File: src/rtl/cpu_clk_pkg.sv
// Shared types and default sizing for the CPU clock/run controller.
package cpu_clk_pkg;

  localparam int unsigned DEF_DIV_WIDTH       = 16;
  localparam int unsigned DEF_DEFAULT_DIV     = 100;
  localparam int unsigned DEF_DEBOUNCE_CYCLES = 1000;
  localparam int unsigned DEF_BURST_WIDTH     = 16;
  localparam int unsigned DEF_CNT_WIDTH       = 32;

  typedef enum logic [1:0] {
    MODE_HALT  = 2'b00,
    MODE_RUN   = 2'b01,
    MODE_STEP  = 2'b10,
    MODE_BURST = 2'b11
  } mode_e;

  typedef enum logic [1:0] {
    PARKED = 2'b00,
    HIGH   = 2'b01,
    LOW    = 2'b10
  } state_e;

  // Modes in which step/burst grants are live.
  function automatic logic grant_mode(input mode_e m);
    return (m == MODE_STEP) || (m == MODE_BURST);
  endfunction

endpackage

File: src/rtl/cpu_clk_ctrl_if.sv
// Control/status bundle between the board-level controls and the clock controller.
interface cpu_clk_ctrl_if
  import cpu_clk_pkg::*;
#(
  parameter int unsigned DIV_WIDTH   = DEF_DIV_WIDTH,
  parameter int unsigned BURST_WIDTH = DEF_BURST_WIDTH,
  parameter int unsigned CNT_WIDTH   = DEF_CNT_WIDTH
);

  mode_e                  mode;
  logic [DIV_WIDTH-1:0]   div;
  logic                   div_load;
  logic                   step_btn;
  logic [BURST_WIDTH-1:0] burst_len;
  logic                   clk_out;
  logic                   clk_en;
  logic                   running;
  logic [CNT_WIDTH-1:0]   cycle_count;

  modport master (
    output mode, div, div_load, step_btn, burst_len,
    input  clk_out, clk_en, running, cycle_count
  );

  modport slave (
    input  mode, div, div_load, step_btn, burst_len,
    output clk_out, clk_en, running, cycle_count
  );

endinterface

File: src/rtl/cpu_clk_ctrl_debounce.sv
// Button synchroniser and debouncer; emits a one-cycle press on the debounced rising edge.
module button_debounce
  import cpu_clk_pkg::*;
#(
  parameter int unsigned DEBOUNCE_CYCLES = DEF_DEBOUNCE_CYCLES
) (
  input  logic sysclk,
  input  logic reset,
  input  logic btn_raw,
  output logic level,
  output logic press
);

  localparam int unsigned CNT_W = (DEBOUNCE_CYCLES > 1) ? $clog2(DEBOUNCE_CYCLES) : 1;
  localparam logic [CNT_W-1:0] CNT_LAST = CNT_W'(DEBOUNCE_CYCLES - 1);

  logic             r_sync1;
  logic             r_sync2;
  logic             r_level;
  logic             r_press;
  logic [CNT_W-1:0] r_cnt;

  logic w_differs;
  logic w_accept;

  assign w_differs = (r_sync2 != r_level);
  assign w_accept  = w_differs && (r_cnt == CNT_LAST);

  // Two-flop synchroniser, then count consecutive cycles of disagreement.
  always_ff @(posedge sysclk) begin
    if (reset) begin
      r_sync1 <= 1'b0;
      r_sync2 <= 1'b0;
      r_level <= 1'b0;
      r_press <= 1'b0;
      r_cnt   <= '0;
    end else begin
      r_sync1 <= btn_raw;
      r_sync2 <= r_sync1;
      r_press <= w_accept && r_sync2;
      if (w_accept) begin
        r_level <= r_sync2;
        r_cnt   <= '0;
      end else if (w_differs) begin
        r_cnt <= r_cnt + CNT_W'(1);
      end else begin
        r_cnt <= '0;
      end
    end
  end

  assign level = r_level;
  assign press = r_press;

endmodule

File: src/rtl/cpu_clk_ctrl.sv
// CPU clock generator: programmable 50% divider gated by run/halt/step/burst modes.
module cpu_clk_ctrl
  import cpu_clk_pkg::*;
#(
  parameter int unsigned DIV_WIDTH       = DEF_DIV_WIDTH,
  parameter int unsigned DEFAULT_DIV     = DEF_DEFAULT_DIV,
  parameter int unsigned DEBOUNCE_CYCLES = DEF_DEBOUNCE_CYCLES,
  parameter int unsigned BURST_WIDTH     = DEF_BURST_WIDTH,
  parameter int unsigned CNT_WIDTH       = DEF_CNT_WIDTH
) (
  input  logic           sysclk,
  input  logic           reset,
  cpu_clk_ctrl_if.slave  bus
);

  localparam logic [DIV_WIDTH-1:0] DIV_RESET = DIV_WIDTH'(DEFAULT_DIV);

  state_e                 r_state;
  logic [DIV_WIDTH-1:0]   r_half_cnt;
  logic [DIV_WIDTH-1:0]   r_div_q;
  logic [BURST_WIDTH-1:0] r_grants;
  logic                   r_clk_out;
  logic                   r_clk_en;
  logic                   r_running;
  logic [CNT_WIDTH-1:0]   r_cycle_count;

  state_e                 w_state_nxt;
  logic [DIV_WIDTH-1:0]   w_half_nxt;
  logic [DIV_WIDTH-1:0]   w_div_nxt;
  logic [BURST_WIDTH-1:0] w_grants_eff;
  logic [BURST_WIDTH-1:0] w_grants_nxt;
  logic                   w_clk_out_nxt;
  logic                   w_fire;
  logic                   w_gate_open;
  logic                   w_half_last;
  logic                   w_btn_level;
  logic                   w_btn_press;
  logic                   w_press_acc;

  button_debounce #(
    .DEBOUNCE_CYCLES (DEBOUNCE_CYCLES)
  ) u_step_btn (
    .sysclk  (sysclk),
    .reset   (reset),
    .btn_raw (bus.step_btn),
    .level   (w_btn_level),
    .press   (w_btn_press)
  );

  // Grants only survive in STEP/BURST; leaving to RUN/HALT drops them immediately.
  assign w_grants_eff = grant_mode(bus.mode) ? r_grants : '0;
  assign w_gate_open  = (bus.mode == MODE_RUN) || (w_grants_eff != '0);
  assign w_half_last  = (r_half_cnt == (r_div_q - DIV_WIDTH'(1)));
  assign w_press_acc  = w_btn_press && w_btn_level;

  // Next state of the divider FSM; a load always restarts the half-period count.
  always_comb begin
    w_state_nxt   = r_state;
    w_half_nxt    = r_half_cnt;
    w_clk_out_nxt = r_clk_out;
    w_fire        = 1'b0;
    case (r_state)
      PARKED: begin
        w_clk_out_nxt = 1'b0;
        w_half_nxt    = '0;
        w_fire        = w_gate_open;
      end
      HIGH: begin
        if (w_half_last) begin
          w_clk_out_nxt = 1'b0;
          w_half_nxt    = '0;
          w_state_nxt   = LOW;
        end else begin
          w_half_nxt = r_half_cnt + DIV_WIDTH'(1);
        end
      end
      LOW: begin
        if (w_half_last) begin
          w_half_nxt = '0;
          if (w_gate_open) begin
            w_fire = 1'b1;
          end else begin
            w_state_nxt   = PARKED;
            w_clk_out_nxt = 1'b0;
          end
        end else begin
          w_half_nxt = r_half_cnt + DIV_WIDTH'(1);
        end
      end
      default: begin
        w_state_nxt   = PARKED;
        w_clk_out_nxt = 1'b0;
        w_half_nxt    = '0;
      end
    endcase
    if (w_fire) begin
      w_clk_out_nxt = 1'b1;
      w_half_nxt    = '0;
      w_state_nxt   = HIGH;
    end
    if (bus.div_load) begin
      w_half_nxt = '0;
    end
  end

  // Grant bookkeeping: consumption beats a new press; presses never accumulate.
  always_comb begin
    w_grants_nxt = w_grants_eff;
    if (w_fire && (w_grants_eff != '0)) begin
      w_grants_nxt = w_grants_eff - BURST_WIDTH'(1);
    end else if (w_press_acc && (w_grants_eff == '0)) begin
      if (bus.mode == MODE_STEP) begin
        w_grants_nxt = BURST_WIDTH'(1);
      end else if (bus.mode == MODE_BURST) begin
        w_grants_nxt = bus.burst_len;
      end
    end
  end

  // Divisor capture; zero behaves as one.
  always_comb begin
    w_div_nxt = r_div_q;
    if (bus.div_load) begin
      w_div_nxt = (bus.div == '0) ? DIV_WIDTH'(1) : bus.div;
    end
  end

  // State and output registers.
  always_ff @(posedge sysclk) begin
    if (reset) begin
      r_state       <= PARKED;
      r_half_cnt    <= '0;
      r_div_q       <= DIV_RESET;
      r_grants      <= '0;
      r_clk_out     <= 1'b0;
      r_clk_en      <= 1'b0;
      r_running     <= 1'b0;
      r_cycle_count <= '0;
    end else begin
      r_state    <= w_state_nxt;
      r_half_cnt <= w_half_nxt;
      r_div_q    <= w_div_nxt;
      r_grants   <= w_grants_nxt;
      r_clk_out  <= w_clk_out_nxt;
      r_clk_en   <= w_fire;
      r_running  <= (bus.mode == MODE_RUN) || (w_grants_nxt != '0);
      if (w_fire) begin
        r_cycle_count <= r_cycle_count + CNT_WIDTH'(1);
      end
    end
  end

  assign bus.clk_out     = r_clk_out;
  assign bus.clk_en      = r_clk_en;
  assign bus.running     = r_running;
  assign bus.cycle_count = r_cycle_count;

endmodule

File: src/flat_wrapper.sv
// flat-port wrapper written by rule: the top's interface ports become plain ports
module cpu_clk_ctrl_flat import cpu_clk_pkg::*;
#(
  parameter int unsigned DIV_WIDTH       = DEF_DIV_WIDTH,
  parameter int unsigned DEFAULT_DIV     = DEF_DEFAULT_DIV,
  parameter int unsigned DEBOUNCE_CYCLES = DEF_DEBOUNCE_CYCLES,
  parameter int unsigned BURST_WIDTH     = DEF_BURST_WIDTH,
  parameter int unsigned CNT_WIDTH       = DEF_CNT_WIDTH
)
  (sysclk, reset, bus_mode, bus_div, bus_div_load, bus_step_btn, bus_burst_len, bus_clk_out, bus_clk_en, bus_running, bus_cycle_count);
  cpu_clk_ctrl_if #(.DIV_WIDTH(DIV_WIDTH), .BURST_WIDTH(BURST_WIDTH), .CNT_WIDTH(CNT_WIDTH)) bus_i ();
  input  logic sysclk;
  input  logic reset;
  input wire logic [$bits(bus_i.mode)-1:0] bus_mode;
  input wire logic [$bits(bus_i.div)-1:0] bus_div;
  input wire logic [$bits(bus_i.div_load)-1:0] bus_div_load;
  input wire logic [$bits(bus_i.step_btn)-1:0] bus_step_btn;
  input wire logic [$bits(bus_i.burst_len)-1:0] bus_burst_len;
  output wire logic [$bits(bus_i.clk_out)-1:0] bus_clk_out;
  output wire logic [$bits(bus_i.clk_en)-1:0] bus_clk_en;
  output wire logic [$bits(bus_i.running)-1:0] bus_running;
  output wire logic [$bits(bus_i.cycle_count)-1:0] bus_cycle_count;
  assign bus_i.mode = bus_mode;
  assign bus_i.div = bus_div;
  assign bus_i.div_load = bus_div_load;
  assign bus_i.step_btn = bus_step_btn;
  assign bus_i.burst_len = bus_burst_len;
  assign bus_clk_out = bus_i.clk_out;
  assign bus_clk_en = bus_i.clk_en;
  assign bus_running = bus_i.running;
  assign bus_cycle_count = bus_i.cycle_count;
  cpu_clk_ctrl #(.DIV_WIDTH(DIV_WIDTH), .DEFAULT_DIV(DEFAULT_DIV), .DEBOUNCE_CYCLES(DEBOUNCE_CYCLES), .BURST_WIDTH(BURST_WIDTH), .CNT_WIDTH(CNT_WIDTH)) u_core (.sysclk(sysclk), .reset(reset), .bus(bus_i));
endmodule
File: config.mk
export PLATFORM = sky130hd
export DESIGN_NAME = cpu_clk_ctrl_flat
export DESIGN_NICKNAME = d
export VERILOG_FILES = /design/src/rtl/cpu_clk_pkg.sv /design/src/rtl/cpu_clk_ctrl_if.sv /design/src/rtl/cpu_clk_ctrl_debounce.sv /design/src/rtl/cpu_clk_ctrl.sv /design/src/flat_wrapper.sv
export SDC_FILE = /design/constraint.sdc
export NUM_CORES = 1
export LEC_CHECK = 0
export CAP_MARGIN = 25
export CORE_MARGIN = 2
export CORE_UTILIZATION = 28
export DETAILED_ROUTE_END_ITERATION = 8
export GPL_TIMING_DRIVEN = 0
export PLACE_DENSITY = 0.51
export SKIP_LAST_GASP = 1
export SLEW_MARGIN = 10
export SYNTH_ARGS = -nofsm -noshare
export SYNTH_HDL_FRONTEND = slang
export SYNTH_HIERARCHICAL = 1
export SYNTH_SLANG_ARGS = --single-unit
export TNS_END_PERCENT = 10
File: constraint.sdc
create_clock -name sysclk -period 5.1 [get_ports sysclk]
set_input_delay 0.765 -clock sysclk [delete_from_list [all_inputs] [get_ports sysclk]]
set_output_delay 0.765 -clock sysclk [all_outputs]
set_load 0.02 [all_outputs]
==> qor.csv <==
metric;value;unit
Worst R2R Start;u_core/r_div_q[0];
CP arrival;4.92;ns
top-level port count;73;
count of buffers from port buffering;71;
CTS resizes;0;
Synth Warn #;6;
fin crit period;4.72;ns
Final Hold Viols;0;
drt initial violations;451;
Mapped Nets;672;
post-placement setup slack;0.182;ns
max-cap violations;0;
Max Transition Viols Final;0;
total gr overflow;0;
# DRC;0;
Max clock buf depth;2;
post-CTS setup buffer count;0;
r2r setup slk;1.08;ns
setup tns final;0;ns
layout cells sized above 1;0.0715;
Pleak;2.25;nW
CTS buffer count;9;
Die Y-Extent;141;um
status;finished clean;
# diodes;0;
Crit Path Category;in -> reg;
Yosys reg bits;99;
Max Freq;212;MHz
clock skew;0.0110;ns
vias in the first global route;4705;
detailed placement HPWL;11200;um
maximum VDD drop;0.197;mV
CTS Hold Bufs;0;
Crit. End Element;register;
Post-synth ARST share;0;
clk sink count;99;
Final Routed Wirelength;14800;um
nets;754;
Synth Flop Type;dfxtp_1;
Wirelength per Cell;15.7;um
Startpoint Class;input port;
syn avg cell area;8.43;um^2
worst hold path class;reg -> reg;
Layout area overhead;24.9;%
antenna viol nets, final;0;
worst setup path end;u_core/bus.running;
Worst Reg-to-Reg Cells;10;
number of iterations in the first detailed-routing pass;5;
Power Density;388;nW/um^2
initial core utilization;0.284;
Worst Tran Pin Value;0.774;ns
GPL Wtd Cong;0.893;
vias per cell;5.07;
first-pass GRT wire length;23700;um
Netlist cell types;73;
CP startpoint;bus_mode[1];
CTS tree;done;
max_slew headroom;0.479;
Vias;4806;
Root Driver;clkbuf_16;
post-synthesis instance area;5280;um^2
initial antenna violation count;0;
Die Wd;141;um
largest net degree at the start of global routing;20;
RR Endpoint;u_core/bus.running;
clock slew at reported path FFs;0.07;ns
post-route setup slack;0.380;ns
Post-synth EDFFs;0;
Hold Crit Start;u_core/u_step_btn/r_sync1;
GRT Total Usage;0.149;
CP required;5.30;ns
die area;20000;um^2
total power;0.00256;W
post-synthesis cell count;626;
CP max FO;10;
register area share after synthesis;0.375;
H-tree lvl count;3;
RSZ-0062 raised after global routing;no;
Final period util;0.925;
Final setup violation count;0;
row count;50;
Core Region;18600;um^2
clock latency on the worst-skew pair;0.36;ns
==> worst max-delay path: stages <==
cell and delay [ns]:
buf_2 0.21, clkbuf_1 0.37, buf_1 0.47, nand2_1 0.17, ha_1 0.34, o21ai_0 0.34, o21bai_1 0.46, inv_1 0.14
nor2_1 0.64, mux2i_1 0.23, a2111oi_0 0.55, a41oi_1 0.20
==> through the flow <==
step	area, um^2	instances	hold slack (ns)	util
2_1_floorplan	5280	626	0.414	-
3_3_place_gp	6280	931	0.435	0.338
3_5_place_dp	6280	931	0.438	0.338
4_1_cts	6600	947	0.453	0.355
5_1_grt	6600	947	0.471	0.355
6_report	6600	947	0.453	0.355
==> power by group <==
| part | switching (W) | total (W) | internal, W | leakage [nW] |
|---|---|---|---|---|
| Clock | 0.000340 | 0.000735 | 0.000394 | 0.155 |
| Combinational | 0.000505 | 0.000857 | 0.000353 | 1.28 |
| Sequential | 0.000108 | 0.000969 | 0.000860 | 0.806 |
==> final cells by class <==
cell class | instances | area [um^2]
tap | 234 | 293
inverter | 19 | 71.3
multi-input combinational | 483 | 3120
fill | 1880 | 12000
clock inverter | 7 | 87.6
clock buffer | 9 | 225
sequential | 99 | 1980
buffer | 25 | 106
timing repair buffer | 71 | 711
==> worst min-delay path by stage <==
stage | end | slack, ns | cells after the start
6_report | u_core/u_step_btn/r_sync2 | 0.45 | 1
5_1_grt | u_core/u_step_btn/r_cnt[0] | 0.47 | 1
4_1_cts | u_core/u_step_btn/r_sync2 | 0.45 | 1
3_5_place_dp | u_core/u_step_btn/r_sync2 | 0.44 | 1
3_3_place_gp | u_core/u_step_btn/r_sync2 | 0.44 | 1
2_1_floorplan | u_core/u_step_btn/r_sync2 | 0.41 | 1
==> placed cells by master (no fill, tap or decap), types with 4 or more instances in the layout <==
cell type / count
or4_1: 5
xor2_1: 24
buf_2: 4
a211oi_1: 9
xnor2_1: 46
nor4_1: 10
or3_1: 9
nor4b_1: 6
nand2_1: 51
nor2_1: 100
a22oi_1: 7
nand4_1: 7
nor3b_1: 9
nor2b_1: 8
a221oi_1: 4
inv_1: 18
nand3_1: 21
a41oi_1: 4
clkbuf_1: 17
o21a_1: 4
o21ai_0: 15
and3_1: 11
nor4_2: 4
clkbuf_16: 9
nor3_1: 20
nor3_2: 6
ha_1: 8
mux2i_1: 14
a21oi_1: 23
clkdlybuf4s50_1: 71
dfxtp_1: 99
nand2b_1: 4
==> state kept, by name, summed over array words and instances, names as in the netlist <==
name and flops:
u_core/r_grants 16, u_core/r_div_q 16, u_core/bus.cycle_count 32, u_core/bus.clk_en 1
u_core/r_state 2, u_core/bus.clk_out 1, u_core/u_step_btn/r_sync2 1, u_core/r_half_cnt 16
u_core/u_step_btn/level 1, u_core/u_step_btn/press 1, u_core/u_step_btn/r_sync1 1, u_core/bus.running 1
u_core/u_step_btn/r_cnt 10
==> metal layers <==
metal	share of wire	GRT usage
met1	0.47	0.193
met2	0.47	0.247
met3	0.040	0.0240
met4	0.020	0.0616
met5	0	0
==> synth_stat cells (5+ instances only) <==
master,count,area share
nand4_1,7,0.0083
a22oi_1,7,0.010
a211oi_1,9,0.013
nand2_1,51,0.036
dfxtp_1,99,0.38
clkbuf_1,17,0.012
nor2b_1,8,0.0095
inv_1,18,0.013
mux2i_1,14,0.027
or3_1,9,0.011
nor2_1,100,0.071
nor3b_1,9,0.013
nor3_1,20,0.019
xor2_1,24,0.040
nand3_1,21,0.020
nor4b_1,6,0.010
or4_1,5,0.0071
nor4_1,10,0.012
xnor2_1,46,0.076
ha_1,8,0.019
a21oi_1,23,0.022
o21ai_0,15,0.014
nor3_2,6,0.011
and3_1,11,0.013
==> logic make-up (layout without fill, tap and decap cells) <==
kind of cell,after synthesis,count (layout),share of synthesized area
buffers and inverters,44,131,0.0337
xor gates and xnor gates,70,70,0.116
AOI/OAI and AO/OA,100,100,0.138
muxes,14,14,0.0265
adders and majority gates,8,8,0.0190
and+or+nand+nor,291,291,0.291
DFF,99,99,0.375
No activity file was read; power rests on OpenSTA's default activity.
